`config.mk`:
```
export PLATFORM = sky130hd
export DESIGN_NAME = seven_seg_scan_ctrl_flat
export DESIGN_NICKNAME = d
export VERILOG_FILES = /design/src/rtl/seven_seg_pkg.sv /design/src/rtl/seven_seg_scan_ctrl_if.sv /design/src/rtl/seven_seg_lz_mask.sv /design/src/rtl/seven_seg_scan_ctrl.sv /design/src/flat_wrapper.sv
export SDC_FILE = /design/constraint.sdc
export NUM_CORES = 1
export LEC_CHECK = 0
export ABC_AREA = 1
export BUFFER_PORTS_ARGS = -buffer_cell sky130_fd_sc_hd__buf_2
export CORE_ASPECT_RATIO = 1.2
export CORE_MARGIN = 3
export CORE_UTILIZATION = 55
export CTS_BUF_LIST = sky130_fd_sc_hd__clkbuf_4 sky130_fd_sc_hd__clkbuf_8
export DETAILED_ROUTE_END_ITERATION = 7
export MAX_ROUTING_LAYER = met4
export PLACE_DENSITY = 0.88
export SKIP_CTS_REPAIR_TIMING = 1
export SLEW_MARGIN = 20
export SYNTH_ARGS = -nofsm -noshare
export SYNTH_HDL_FRONTEND = slang
export SYNTH_SLANG_ARGS = --single-unit
```
`constraint.sdc`:
```
create_clock -name clk -period 2.61 [get_ports clk]
set_input_delay 0.1305 -clock clk [delete_from_list [all_inputs] [get_ports clk]]
set_output_delay 0.1305 -clock clk [all_outputs]
set_load 0.03 [all_outputs]
```
`src/rtl/seven_seg_pkg.sv`:
```
// rtl/seven_seg_pkg.sv - shared widths, segment constants and scan state type for the HEX scan controller
package seven_seg_pkg;

    localparam int SEG_W = 7;
    localparam int NIB_W = 4;

    // DE2 segments are active-low: all ones is dark, 7'h40 lights every segment but g.
    localparam logic [SEG_W-1:0] SEG_BLANK = 7'h7F;
    localparam logic [SEG_W-1:0] SEG_ZERO  = 7'h40;

    typedef enum logic [1:0] {
        S_IDLE,
        S_DRIVE,
        S_CAPTURE,
        S_DONE
    } scan_state_e;

endpackage

```
`src/rtl/seven_seg_scan_ctrl_if.sv`:
```
// rtl/seven_seg_scan_ctrl_if.sv - display word write handshake (wr_valid/wr_ready/wr_data/wr_blank)
//
// master: producer of display words; slave: seven_seg_scan_ctrl.
//   wr_valid  producer offers a word
//   wr_ready  controller idle, word taken on the edge where both are high
//   wr_data   nibble i = wr_data[4*i+3:4*i], digit 0 rightmost
//   wr_blank  bit i forces digit i dark
interface seven_seg_scan_ctrl_if #(
    parameter int N_DIGITS = 8
);
    logic                  wr_valid;
    logic                  wr_ready;
    logic [4*N_DIGITS-1:0] wr_data;
    logic [N_DIGITS-1:0]   wr_blank;

    modport master (
        output wr_valid,
        output wr_data,
        output wr_blank,
        input  wr_ready
    );

    modport slave (
        input  wr_valid,
        input  wr_data,
        input  wr_blank,
        output wr_ready
    );
endinterface

```
`src/rtl/seven_seg_lz_mask.sv`:
```
// rtl/seven_seg_lz_mask.sv - combinational leading-zero blank mask generator
//
// Ports:
//   nibbles    4*N_DIGITS  display word, digit 0 rightmost
//   blank_in   N_DIGITS    caller-requested blank mask
//   blank_out  N_DIGITS    blank_in plus leading zeros; digit 0 is never leading-blanked
// Only instantiated when SEVEN_SEG_LEADING_ZERO_BLANK_EN is defined.
module seven_seg_lz_mask
    import seven_seg_pkg::*;
#(
    parameter int N_DIGITS = 8
) (
    input  logic [NIB_W*N_DIGITS-1:0] nibbles,
    input  logic [N_DIGITS-1:0]       blank_in,
    output logic [N_DIGITS-1:0]       blank_out
);

    // Walk from the most significant digit down; higher_dark stays set while
    // every digit above the current one is either zero or explicitly blanked.
    logic higher_dark;

    always_comb begin
        blank_out   = blank_in;
        higher_dark = 1'b1;
        for (int i = N_DIGITS - 1; i >= 1; i--) begin
            if ((nibbles[i*NIB_W +: NIB_W] == '0) && higher_dark) begin
                blank_out[i] = 1'b1;
            end
            higher_dark = higher_dark &&
                          ((nibbles[i*NIB_W +: NIB_W] == '0) || blank_in[i]);
        end
    end

endmodule

```
`src/rtl/seven_seg_scan_ctrl.sv`:
```
// rtl/seven_seg_scan_ctrl.sv - time-shares one external hex decoder across N_DIGITS HEX displays
//
// Ports:
//   clk, rst   single clock, synchronous active-high reset
//   wr         seven_seg_scan_ctrl_if.slave display word handshake
//   dec_in     nibble presented to the shared Display_Seven decoder
//   dec_out    active-low pattern returned combinationally by the decoder
//   seg_out    per-digit segment registers, digit i = seg_out[7*i+6:7*i]
//   busy       scan in progress
//   done       one-cycle pulse after the last digit is captured
// Optional: SEVEN_SEG_LEADING_ZERO_BLANK_EN adds leading-zero blanking at accept.
module seven_seg_scan_ctrl
    import seven_seg_pkg::*;
#(
    parameter int N_DIGITS = 8,
    parameter int DIG_W    = 3
) (
    input  logic                      clk,
    input  logic                      rst,
    seven_seg_scan_ctrl_if.slave      wr,
    output logic [NIB_W-1:0]          dec_in,
    input  logic [SEG_W-1:0]          dec_out,
    output logic [SEG_W*N_DIGITS-1:0] seg_out,
    output logic                      busy,
    output logic                      done
);

    scan_state_e               state_q, state_d;
    logic [DIG_W-1:0]          idx_q, idx_d;
    logic [NIB_W*N_DIGITS-1:0] data_q, data_d;
    logic [N_DIGITS-1:0]       blank_q, blank_d;
    logic [NIB_W-1:0]          dec_in_q, dec_in_d;
    logic [SEG_W*N_DIGITS-1:0] seg_q, seg_d;
    logic [N_DIGITS-1:0]       eff_blank;

`ifdef SEVEN_SEG_LEADING_ZERO_BLANK_EN
    seven_seg_lz_mask #(
        .N_DIGITS (N_DIGITS)
    ) u_lz_mask (
        .nibbles   (wr.wr_data),
        .blank_in  (wr.wr_blank),
        .blank_out (eff_blank)
    );
`else
    assign eff_blank = wr.wr_blank;
`endif

    always_ff @(posedge clk) begin
        if (rst) begin
            state_q  <= S_IDLE;
            idx_q    <= '0;
            data_q   <= '0;
            blank_q  <= '0;
            dec_in_q <= '0;
            seg_q    <= {N_DIGITS{SEG_BLANK}};
        end else begin
            state_q  <= state_d;
            idx_q    <= idx_d;
            data_q   <= data_d;
            blank_q  <= blank_d;
            dec_in_q <= dec_in_d;
            seg_q    <= seg_d;
        end
    end

    always_comb begin
        state_d  = state_q;
        idx_d    = idx_q;
        data_d   = data_q;
        blank_d  = blank_q;
        dec_in_d = dec_in_q;
        seg_d    = seg_q;

        unique case (state_q)
            S_IDLE: begin
                if (wr.wr_valid) begin
                    data_d  = wr.wr_data;
                    blank_d = eff_blank;
                    idx_d   = '0;
                    state_d = S_DRIVE;
                end
            end
            S_DRIVE: begin
                for (int i = 0; i < N_DIGITS; i++) begin
                    if (idx_q == DIG_W'(i)) begin
                        dec_in_d = data_q[i*NIB_W +: NIB_W];
                    end
                end
                state_d = S_CAPTURE;
            end
            S_CAPTURE: begin
                // dec_in_q has been stable for a full cycle, so dec_out is settled.
                // Blanked digits still take this slot to keep timing data-independent.
                for (int i = 0; i < N_DIGITS; i++) begin
                    if (idx_q == DIG_W'(i)) begin
                        seg_d[i*SEG_W +: SEG_W] = blank_q[i] ? SEG_BLANK : dec_out;
                    end
                end
                if (idx_q == DIG_W'(N_DIGITS - 1)) begin
                    state_d = S_DONE;
                end else begin
                    idx_d   = idx_q + DIG_W'(1);
                    state_d = S_DRIVE;
                end
            end
            S_DONE: begin
                state_d = S_IDLE;
            end
            default: begin
                state_d = S_IDLE;
            end
        endcase
    end

    assign wr.wr_ready = (state_q == S_IDLE);
    assign busy        = (state_q != S_IDLE);
    assign done        = (state_q == S_DONE);
    assign dec_in      = dec_in_q;
    assign seg_out     = seg_q;

endmodule

```
`src/flat_wrapper.sv`:
```
// flat-port wrapper written by rule: the top's interface ports become plain ports
module seven_seg_scan_ctrl_flat import seven_seg_pkg::*;
#(
    parameter int N_DIGITS = 8,
    parameter int DIG_W    = 3
)
  (clk, rst, dec_in, dec_out, seg_out, busy, done, wr_wr_valid, wr_wr_data, wr_wr_blank, wr_wr_ready);
  seven_seg_scan_ctrl_if #(.N_DIGITS(N_DIGITS)) wr_i ();
  input  logic clk;
  input  logic rst;
  output logic [NIB_W-1:0] dec_in;
  input  logic [SEG_W-1:0] dec_out;
  output logic [SEG_W*N_DIGITS-1:0] seg_out;
  output logic busy;
  output logic done;
  input wire logic [$bits(wr_i.wr_valid)-1:0] wr_wr_valid;
  input wire logic [$bits(wr_i.wr_data)-1:0] wr_wr_data;
  input wire logic [$bits(wr_i.wr_blank)-1:0] wr_wr_blank;
  output wire logic [$bits(wr_i.wr_ready)-1:0] wr_wr_ready;
  assign wr_i.wr_valid = wr_wr_valid;
  assign wr_i.wr_data = wr_wr_data;
  assign wr_i.wr_blank = wr_wr_blank;
  assign wr_wr_ready = wr_i.wr_ready;
  seven_seg_scan_ctrl #(.N_DIGITS(N_DIGITS), .DIG_W(DIG_W)) u_core (.clk(clk), .rst(rst), .wr(wr_i), .dec_in(dec_in), .dec_out(dec_out), .seg_out(seg_out), .busy(busy), .done(done));
endmodule
```
Word level (Yosys, flattened, before mapping)
Index checks and enable logic that the tools add are counted.
{ "word_totals": {"register_bits": 105, "input_bits": 50, "out_inout_bits": 63, "elab_cells": 64} }
{ "op_classes": {"addsub": 1, "eq_ne": 12, "mux": 22, "n_reduce_logical": 16} }
{ "op_table": {"columns": ["cell", "n"], "rows": [
  ["$mux W7", 8],
  ["$mux W4", 8],
  ["$reduce_and A2 Y1", 10],
  ["$eq A3 B3 Y1 const B", 4],
  ["$pmux W2 S4", 1],
  ["$reduce_bool A8 Y1", 1],
  ["$eq A3 B2 Y1 const B", 2],
  ["$mux W3", 2],
  ["$pmux W3 S2", 1],
  ["$eq A2 B2 Y1 const B", 2],
  ["$mux W2", 2],
  ["$ne A2 B2 Y1 const B", 2],
  ["$reduce_bool A2 Y1", 2],
  ["$add A3 B1 Y3 const B", 1],
  ["$eq A3 B1 Y1 const B", 1],
  ["$logic_not A3 Y1", 1],
  ["$reduce_and A3 Y1", 1],
  ["$eq A2 B1 Y1 const B", 1],
  ["$logic_not A2 Y1", 1]
]} }

Logic depth before layout (Yosys ltp)
Gate-level depths: netlist (run 1).
{ "depth": {"word_depth": 9, "mapped_depth": 14, "depth_no_buf": 14} }

Least setup slack after synthesis (run 1)
Ideal clock, no wire load.
{ "synth_path": {"path_kind": "register to register", "from": "reg u_core.state_q[0]", "to": "reg u_core.blank_q[4]", "setup_time_ps": 70, "arrival_ps": 1590, "path_slack_ps": 950, "stages_incl_launch_ff": 8, "n_path_buf": 2, "period_less_slack_ps": 1660, "path_cell_list": "dfxtp_1 nor2_2 inv_1 nor2_4 inv_2 buf_2 buf_2 a21oi_1"} }
{ "synth_between": {"elab_chain_len": 2} }
{ "synth_rtl": {"columns": ["element", "line", "rtl"], "rows": [
  ["start: declaration", "seven_seg_scan_ctrl.sv:28", "scan_state_e state_q, state_d;"],
  ["start signal: assignment", "seven_seg_scan_ctrl.sv:57", "state_q <= state_d;"],
  ["$logic_not A2 Y1", null, null],
  ["named net wr_wr_ready", "flat_wrapper.sv:19", "output wire logic [$bits(wr_i.wr_ready)-1:0] wr_wr_ready;"],
  ["$reduce_and A2 Y1 (no line)", null, null],
  ["end signal: assignment", "seven_seg_scan_ctrl.sv:60", "blank_q <= blank_d;"],
  ["end: declaration", "seven_seg_scan_ctrl.sv:31", "logic [N_DIGITS-1:0] blank_q, blank_d;"]
]} }
The timed path passes the listed nets, and every way through them passes these cells.
A chain may end at the register's enable or synchronous reset.

Worst setup path in the final report (run 1)
{ "layout_path": {"from": "reg u_core.idx_q[1]", "to": "reg u_core.seg_q[52], in the netlist u_core.seg_out[52]"} }
{ "layout_between": {"elab_chain_len": 2} }
{ "layout_rtl": {"columns": ["element", "line", "rtl"], "rows": [
  ["start: declaration", "seven_seg_scan_ctrl.sv:29", "logic [DIG_W-1:0] idx_q, idx_d;"],
  ["start signal: assignment", "seven_seg_scan_ctrl.sv:58", "idx_q <= idx_d;"],
  ["$eq A3 B3 Y1", "seven_seg_scan_ctrl.sv:95", "if (idx_q == DIG_W'(i)) begin"],
  ["$reduce_and A2 Y1 (no line)", null, null],
  ["end signal: assignment", "seven_seg_scan_ctrl.sv:55", "seg_q <= {N_DIGITS{SEG_BLANK}};"],
  ["end signal: assignment", "seven_seg_scan_ctrl.sv:62", "seg_q <= seg_d;"],
  ["end: declaration", "seven_seg_scan_ctrl.sv:33", "logic [SEG_W*N_DIGITS-1:0] seg_q, seg_d;"]
]} }
Every way passes these cells.

==> impl_metrics.csv, run 1 <==
group,metric,value,unit
outcome,status,"complete, but fails checks",
outcome,failed_checks,"negative hold slack",
timing,finalMaxSlewViolations,0,
worst_setup_path,crit_path_end_kind,"flip-flop",
drt,ant_nets,0,
logic_synthesis,ys_warn_count,0,
placement,gp_congestion,0.8483,
cts,clock-sinks,105,
global_route,use_met2,41.45,%
cells_and_area,fin_cells,761,
cts,ctsHtreeMaxLevel,3,
timing,hold_slack,-15.99,ps
global_route,grt_max_degree,65,
cts,cts_tree,"done",
logic_synthesis,synthAdderAreaFrac,1.791,%
timing,min_period_over_period,68.63,%
worst_setup_path,slowest_stage,"dfxtp_1",
timing,fin_skew,12.66,ps
cells_and_area,layout_commonest_cell,"buf_2",
timing,fin_crit,1791,ps
placement,pre_cts_slack,823.6,ps
timing,rsz0062_at_grt,"false",
timing,tns,0,ps
pwr,p_leak,2.312,nW
floorplanning,die-area,8711,sq um
job,maxCapViolCount,0,
pwr,p_per_area,586.2,nW/um^2
cells_and_area,mostFrequentLayoutCells,"buf_2, o21ai_0, dfxtp_1",
cells_and_area,fin_nets,722,
timing,hold_viol_final,3,
drt,drt-total-wl,10570,um
global_route,busiest_layer,"met2",
floorplanning,die_h,101.6,um
timing,setup_violations,0,
logic_synthesis,synth_seq_cells,105,
cells_and_area,n_antenna_cell,0,
drt,wl_per_cell,13.89,um
logic_synthesis,synth_cell_types,15,
logic_synthesis,synth_fp_nets,616,
drt,routed_via_density,5.355,
cells_and_area,fin_util,68.54,%
min_path,min_path_type,"in -> reg",
logic_synthesis,synth_top_family_by_area,"simple AND/OR/NAND/NOR gates",
global_route,grt_use_total,24.85,%
timing,layout_setup_ws,818.9,ps
global_route,grtUsageMet3,4.638,%
pwr,ir_worst_vdd,0.0003262,V
cts,path_clk_slew,90,ps
worst_setup_path,critPathLaunchType,"flip-flop",
pwr,power.total,2.940,mW
floorplanning,io_pins,113,
logic_synthesis,synth.mux.area_fraction,0,%
global_route,grt_pass1_vias,3757,
worst_setup_path,cp_top_family,"adder cells",
global_route,grt_util_met1,29.24,%
cells_and_area,ff_latch_area,2102,sq um
placement,port-buffer-count,112,
logic_synthesis,synth_compound_area_share,19.52,%
global_route,grt_overflow,0,
timing,max_clock_freq,558.3,MHz
logic_synthesis,syn_area,4193,sq um
floorplanning,placement_rows,34,
cells_and_area,area_delta_synth_final,19.61,%
timing,slew_headroom,43.69,%
cts,clockRootBuffer,"clkbuf_8",
cells_and_area,multiInputGateArea,1775,sq um
floorplanning,initial_core_util,57.30,%
logic_synthesis,yosys.area_share.simple,21.04,%
logic_synthesis,synth_cells,560,
worst_setup_path,critPathMaxStageDelay,410,ps
cts,cts_buffers,9,
placement,dp_cells,743,
worst_setup_path,worstPathArrival,2010,ps
cells_and_area,fill_cells,587,
global_route,grt_pass1_wl,16880,um
drt,drc_errors,0,
worst_setup_path,path_class,"reg -> reg",
drt,vias,4075,
cells_and_area,final_cell_area,5015,sq um
worst_setup_path,crit_chain,"ha_1 -> ha_1 -> inv_1 -> nor2_4 -> inv_1 -> nand2_1 -> nand3_1",
logic_synthesis,synth_xor_area_share,0,%
timing,tightest_slew,843.4,ps
floorplanning,core_area,7317,sq um
drt,drt_iter0_drc,383,
worst_setup_path,crit_fanout,9,
logic_synthesis,syn_area_per_cell,7.487,sq um
cts,clk_latency,370,ps
placement,detailed_place_hpwl,7532,um
global_route,antenna_found_initial,0,
floorplanning,fp.dieW,85.71,um
worst_setup_path,worstPathRequired,2830,ps
worst_setup_path,crit_buf_inv,2,
cells_and_area,drive_above_1_share,22.35,%
logic_synthesis,synth.yosys.seq_area_share,50.13,%
drt,firstDrtPassIters,5,
placement,placed_area,4811,sq um
cts,clockBufferDepth,2,
## final cells by class
type                       count  share of cell area, %
multi-input combinational    373                  35.40
timing repair buffer         117                  12.28
tap                           90                  2.246
clock inverter                 6                  1.048
clock buffer                  10                  2.620
sequential                   105                  41.92
inverter                      60                  4.491
## routing by layer
layer	vias up	part of all wire (%)
li1	2055	-
met3	32	8.5
met4	0	3.0
met5	-	0
met2	189	48
met1	1799	41
## worst min-delay path, delay by kind of cell
kind	cells	cell delay (ps)
buffers and inverters	1	80
AND/OR/NAND/NOR	2	110
## state kept, by name, summed over array words and instances, names as in the netlist
name and flops:
u_core.blank_q 8, u_core.state_q 2, u_core.data_q 32, u_core.idx_q 3, u_core.seg_out 56, u_core.dec_in 4
## kinds of logic after synthesis
family	after synthesis
AO/OA/AOI/OAI	163
adder cells (fa/ha/maj)	6
buffers and inverters	82
flip-flops	105
AND/OR/NAND/NOR	204
## cells in the mapped netlist (all sizes together)
master  count  area share, %
ha          6            1.8
a22oi       1           0.18
nor2       40            4.5
nor3        8           0.95
buf         6           0.72
o21ai     105             13
nand2     101            9.0
nand3      55            6.6
a21oi      57            6.8
clkbuf     16            1.4
dfxtp     105             50
inv        60            5.4
## worst paths after layout
path                                   startpoint                  to  slack (ps)  cells after the start
worst max-delay path              u_core.idx_q[1]  u_core.seg_out[52]         820                      7
worst min-delay path               wr_wr_blank[6]   u_core.blank_q[6]         -20                      3
worst max register to register    u_core.idx_q[1]  u_core.seg_out[52]         820                      7
worst min register to register  u_core.data_q[13]   u_core.data_q[13]         460                      2
## where the power goes
| group | total [mW] | switching [mW] | internal, mW | leakage [nW] |
|---|---|---|---|---|
| clock network | 0.928 | 0.558 | 0.371 | 0.0884 |
| registers | 1.70 | 0.0372 | 1.67 | 0.859 |
| logic | 0.307 | 0.205 | 0.101 | 1.36 |
| total | 2.94 | 0.800 | 2.14 | 2.31 |
Power figures use the tool's default switching activity.
==> run 2, diff against run 1 <==
--- a/config.mk
+++ b/config.mk
@@ -9,11 +9,11 @@
 export BUFFER_PORTS_ARGS = -buffer_cell sky130_fd_sc_hd__buf_2
 export CORE_ASPECT_RATIO = 1.2
 export CORE_MARGIN = 3
-export CORE_UTILIZATION = 55
+export CORE_UTILIZATION = 49
 export CTS_BUF_LIST = sky130_fd_sc_hd__clkbuf_4 sky130_fd_sc_hd__clkbuf_8
 export DETAILED_ROUTE_END_ITERATION = 7
 export MAX_ROUTING_LAYER = met4
-export PLACE_DENSITY = 0.88
+export PLACE_DENSITY = 0.83
 export SKIP_CTS_REPAIR_TIMING = 1
 export SLEW_MARGIN = 20
 export SYNTH_ARGS = -nofsm -noshare
==> constraint.sdc (replaced) <==
create_clock -name clk -period 1.5 [get_ports clk]
set_input_delay 0.075 -clock clk [delete_from_list [all_inputs] [get_ports clk]]
set_output_delay 0.075 -clock clk [all_outputs]
set_load 0.03 [all_outputs]
==> impl_metrics.csv, run 2 (synthesis gave the netlist of run 1 again) <==
group,metric,value,unit
timing,slew_headroom,78.00,%
pwr,switching_power,1.471,mW
worst_setup_path,worstPathRequired,1790,ps
worst_setup_path,worstPathArrival,1770,ps
worst_setup_path,path_class,"reg -> reg",
global_route,grt_pass1_wl,17260,um
cells_and_area,area_delta_synth_final,29.10,%
cells_and_area,largest_reg_flops,56,
worst_setup_path,r2r_slack,20,ps
pwr,ir_worst_vdd,0.0004857,V
timing,tightest_slew,330.0,ps
timing,fin_crit,1485,ps
drt,ant_nets,0,
cells_and_area,layout_commonest_cell,"buf_2",
timing,hold_slack,-44.87,ps
placement,detailed_place_hpwl,7804,um
cells_and_area,drive_above_1_share,26.91,%
global_route,grt_max_degree,91,
floorplanning,die_h,107.3,um
cts,clock-sinks,105,
worst_setup_path,crit_fanout,5,
floorplanning,core_area,8243,sq um
worst_setup_path,r2r_end,"u_core.idx_q[0]",
pwr,power.total,5.281,mW
placement,dp_cells,778,
cells_and_area,fin_cells,809,
timing,min_period_over_period,98.97,%
cts,ctsHtreeMaxLevel,3,
worst_setup_path,rr_worst_depth,6,
placement,pre_cts_slack,-149.1,ps
floorplanning,fp.dieW,90.44,um
global_route,grt_use_total,22.51,%
min_path,holdPathStages,3,
drt,routed_via_density,5.244,
pwr,power_frac_clock,32.5,%
pwr,internal-power,3.809,mW
worst_setup_path,r2r-start,"u_core.idx_q[0]",
pwr,p_per_area,975.6,nW/um^2
drt,wl_per_cell,13.52,um
placement,port-buffer-count,112,
floorplanning,io_pins,113,
outcome,status,"complete, but fails checks",
drt,drc_errors,0,
timing,rsz0062_at_grt,"true",
min_path,hold_start,"wr_wr_data[11]",
min_path,hold_end,"u_core.data_q[11]",
cells_and_area,mostFrequentLayoutCells,"buf_2, dfxtp_1, nand2_1",
worst_setup_path,critPathLaunchType,"flip-flop",
timing,hold_viol_final,13,
floorplanning,placement_rows,36,
cts,cts_tree,"done",
cts,clk_latency,370,ps
pwr,p_leak,2.444,nW
drt,drt_iter0_drc,268,
timing,setup_violations,0,
cts,clockRootBuffer,"clkbuf_8",
timing,max_clock_freq,673.6,MHz
cts,clockBufferDepth,2,
drt,drt-total-wl,10940,um
pwr,swShare,27.87,%
global_route,antenna_found_initial,0,
cells_and_area,fill_cells,727,
job,maxCapViolCount,0,
outcome,failed_checks,"negative hold slack",
timing,finalMaxSlewViolations,0,
cells_and_area,n_antenna_cell,0,
floorplanning,die-area,9707,sq um
timing,layout_setup_ws,15.49,ps
placement,gp_congestion,0.8750,
pwr,p_seq_share,56.3,%
worst_setup_path,crit_path_end_kind,"flip-flop",
cells_and_area,fin_nets,746,
min_path,min_path_type,"in -> reg",
drt,vias,4242,
timing,fin_skew,11.64,ps
floorplanning,initial_core_util,50.87,%
cts,path_clk_slew,100,ps
global_route,grt_overflow,0,
cts,cts_buffers,9,
drt,firstDrtPassIters,5,
global_route,grt_pass1_vias,3731,
pwr,combinationalPowerShare,11.2,%
## run 2: worst max path at each step
stage	startpoint	end	slack, ps	cells after the start
global placement	u_core.idx_q[0]	u_core.dec_in[2]	-20	12
finish	u_core.idx_q[0]	u_core.idx_q[0]	20	6
global route	u_core.idx_q[1]	u_core.dec_in[3]	-90	13
CTS	u_core.idx_q[0]	u_core.dec_in[3]	-200	13
floorplan	u_core.state_q[1]	u_core.blank_q[4]	-20	7
detailed placement	u_core.idx_q[0]	u_core.dec_in[3]	-150	13
## run 2: metrics by stage
step           util (%)  instance area, sq um  TNS [ps]
2_1_floorplan         -                  4225    -377.3
3_3_place_gp      60.02                  4947    -88.55
3_5_place_dp      60.02                  4947     -2009
4_1_cts           62.37                  5141     -2099
5_1_grt           65.66                  5413    -628.9
6_report          65.66                  5413         0
## run 2: metal layers
layer  part of all wire, %  vias to the layer above  track usage [%]
li1                      -                     2112                -
met1                    41                     1960            27.18
met2                    51                      154            38.23
met3                   6.8                       16            4.615
met4                   1.4                        0            6.783
met5                     0                        -                -
## run 2: power groups by stage
| stage | registers (mW) | clock network [mW] | logic (mW) |
|---|---|---|---|
| 2_1_floorplan | 3.05 | 0 | 0.326 |
| 3_3_place_gp | 3.03 | 0 | 0.530 |
| 3_5_place_dp | 3.04 | 0 | 0.547 |
| 4_1_cts | 2.97 | 1.73 | 0.549 |
| 5_1_grt | 2.99 | 1.85 | 0.668 |
| 6_report | 2.97 | 1.72 | 0.592 |
## run 2: final cells by class
class	count	area, sq um	share of cell area (%)
flip-flops and latches	105	2112	39.02
clock buffers	10	137.6	2.543
multi-input cells	373	1883	34.79
repair buffers	141	847.1	15.65
inverters	60	234.0	4.323
well taps	114	142.6	2.635
clock inverters	6	56.30	1.040
## run 2: critical path: stages (launching register included)
cell and delay (ps):
dfxtp_4 390, ha_4 180, ha_1 220, buf_4 160, nor2_1 140, o21ai_0 130
a21oi_1 170
==> run 3, diff against run 2 <==
--- a/config.mk
+++ b/config.mk
@@ -9,11 +9,10 @@
 export BUFFER_PORTS_ARGS = -buffer_cell sky130_fd_sc_hd__buf_2
 export CORE_ASPECT_RATIO = 1.2
 export CORE_MARGIN = 3
-export CORE_UTILIZATION = 49
-export CTS_BUF_LIST = sky130_fd_sc_hd__clkbuf_4 sky130_fd_sc_hd__clkbuf_8
+export CORE_UTILIZATION = 47
 export DETAILED_ROUTE_END_ITERATION = 7
 export MAX_ROUTING_LAYER = met4
-export PLACE_DENSITY = 0.83
+export PLACE_DENSITY = 0.8
 export SKIP_CTS_REPAIR_TIMING = 1
 export SLEW_MARGIN = 20
 export SYNTH_ARGS = -nofsm -noshare
==> impl_metrics.csv, run 3 (synthesis gave the netlist of run 1 again) <==
group,metric,value,unit
outcome,status,"complete, but fails checks",
outcome,failed_checks,"negative hold slack, negative setup slack",
drt,ant_nets,0,
drt,drt-total-wl,11270,um
floorplanning,die_h,109.5,um
pwr,switching_power,1.485,mW
pwr,power_frac_clock,34.0,%
global_route,grt_pass1_vias,3787,
global_route,grt_overflow,0,
floorplanning,die-area,10090,sq um
worst_setup_path,path_class,"reg -> reg",
timing,hold_slack,-14.97,ps
cts,cts_tree,"done",
min_path,hold_start,"wr_wr_data[30]",
worst_setup_path,cp_top_family,"simple AND/OR/NAND/NOR gates",
cts,clock-sinks,105,
worst_setup_path,worstPathArrival,1820,ps
drt,firstDrtPassIters,4,
cts,cts_buffers,9,
timing,setup_violations,1,
floorplanning,io_pins,113,
pwr,power.total,5.447,mW
pwr,ir_worst_vdd,0.0006911,V
cells_and_area,fin_nets,760,
cells_and_area,drive_above_1_share,28.07,%
cells_and_area,fin_cells,826,
floorplanning,initial_core_util,48.69,%
pwr,p_per_area,982.8,nW/um^2
floorplanning,placement_rows,37,
timing,max_clock_freq,659.5,MHz
worst_setup_path,crit_top_cell,"nand2_1",
placement,detailed_place_hpwl,8174,um
drt,drc_errors,0,
placement,gp_congestion,0.8456,
pwr,combinationalPowerShare,11.5,%
worst_setup_path,worstPathRequired,1810,ps
min_path,min_path_type,"in -> reg",
drt,vias,4242,
cts,ctsHtreeMaxLevel,3,
drt,routed_via_density,5.136,
drt,drt_iter0_drc,206,
pwr,p_seq_share,54.5,%
timing,hold_viol_final,13,
cts,clockBufferDepth,2,
worst_setup_path,slowest_stage,"dfxtp_4",
placement,pre_cts_slack,-115.6,ps
worst_setup_path,crit_path_end_kind,"flip-flop",
worst_setup_path,r2r-start,"u_core.idx_q[0]",
timing,fin_skew,24.97,ps
cells_and_area,layout_commonest_cell,"buf_2",
cts,clockRootBuffer,"clkbuf_8",
timing,fin_crit,1516,ps
placement,port-buffer-count,112,
cells_and_area,area_delta_synth_final,32.17,%
worst_setup_path,critPathLaunchType,"flip-flop",
cts,clk_latency,380,ps
pwr,internal-power,3.962,mW
timing,layout_setup_ws,-16.41,ps
global_route,grt_use_total,22.33,%
timing,rsz0062_at_grt,"true",
worst_setup_path,crit_fanout,6,
pwr,p_leak,2.504,nW
cells_and_area,largest_reg_flops,56,
floorplanning,core_area,8611,sq um
pwr,swShare,27.26,%
timing,slew_headroom,78.62,%
placement,dp_cells,789,
worst_setup_path,crit_chain,"inv_2 -> ha_2 -> nand2_2 -> inv_2 -> a21oi_1 -> nand2_1 -> nand2_1 -> nand2_1 -> nand2_1 -> nand2_1 -> a21oi_1",
drt,wl_per_cell,13.64,um
worst_setup_path,cp-startpoint,"u_core.idx_q[0]",
worst_setup_path,crit_buf_inv,2,
cells_and_area,n_antenna_cell,0,
timing,tightest_slew,317.4,ps
floorplanning,fp.dieW,92.22,um
global_route,grt_pass1_wl,17480,um
cells_and_area,fill_cells,785,
timing,finalMaxSlewViolations,0,
cells_and_area,mostFrequentLayoutCells,"buf_2, dfxtp_1, nand2_1, o21ai_0, nand3_1",
job,maxCapViolCount,0,
cells_and_area,fin_util,64.36,%
global_route,antenna_found_initial,0,
global_route,grt_max_degree,63,
worst_setup_path,critPathMaxStageDelay,400,ps
cts,path_clk_slew,100,ps
timing,min_period_over_period,101.1,%
-- run 3: layout make-up --
cell class	instances	area, sq um	area share [%]
Sequential cell	105	2112	38.11
Multi-Input combinational cell	373	1884	34.00
Timing Repair Buffer	154	937.1	16.91
Inverter	60	240.2	4.335
Tap cell	117	146.4	2.642
Clock buffer	9	123.9	2.235
Clock inverter	7	90.09	1.626
Timing Repair inverter	1	7.507	0.1355
-- run 3: metrics by stage --
step | area (sq um) | setup TNS (ps)
floorplan | 4225 | -377.3
global placement | 4999 | -57.07
detailed placement | 4999 | -1131
CTS | 5213 | -1284
global route | 5542 | -548.4
finish | 5542 | -16.41
-- run 3: path summary, 6_finish.rpt --
kind	to	slack, ps	cells past startpoint
setup reg to reg	u_core.dec_in[1]	-20	11
hold reg to reg	u_core.data_q[23]	450	2
hold / removal	u_core.data_q[30]	-10	3
setup / recovery	u_core.dec_in[1]	-20	11
-- run 3: per-layer routing --
metal	wire, um	track usage [%]	vias to the layer above
met5	0	-	-
met4	242	8.599	0
met3	653	4.038	21
met2	5633	38.47	139
met1	4741	26.09	1942
li1	-	-	2140
-- run 3: worst min-delay path, stage by stage --
cell and delay (ps):
buf_2 70, o21ai_0 70, a21oi_1 100
-- run 3: power groups by stage --
stage	logic [mW]	registers, mW	clock network (mW)
6_report	0.626	2.97	1.85
5_1_grt	0.699	2.99	2.02
4_1_cts	0.569	2.97	1.89
3_5_place_dp	0.566	3.03	0
3_3_place_gp	0.550	3.03	0
2_1_floorplan	0.326	3.05	0
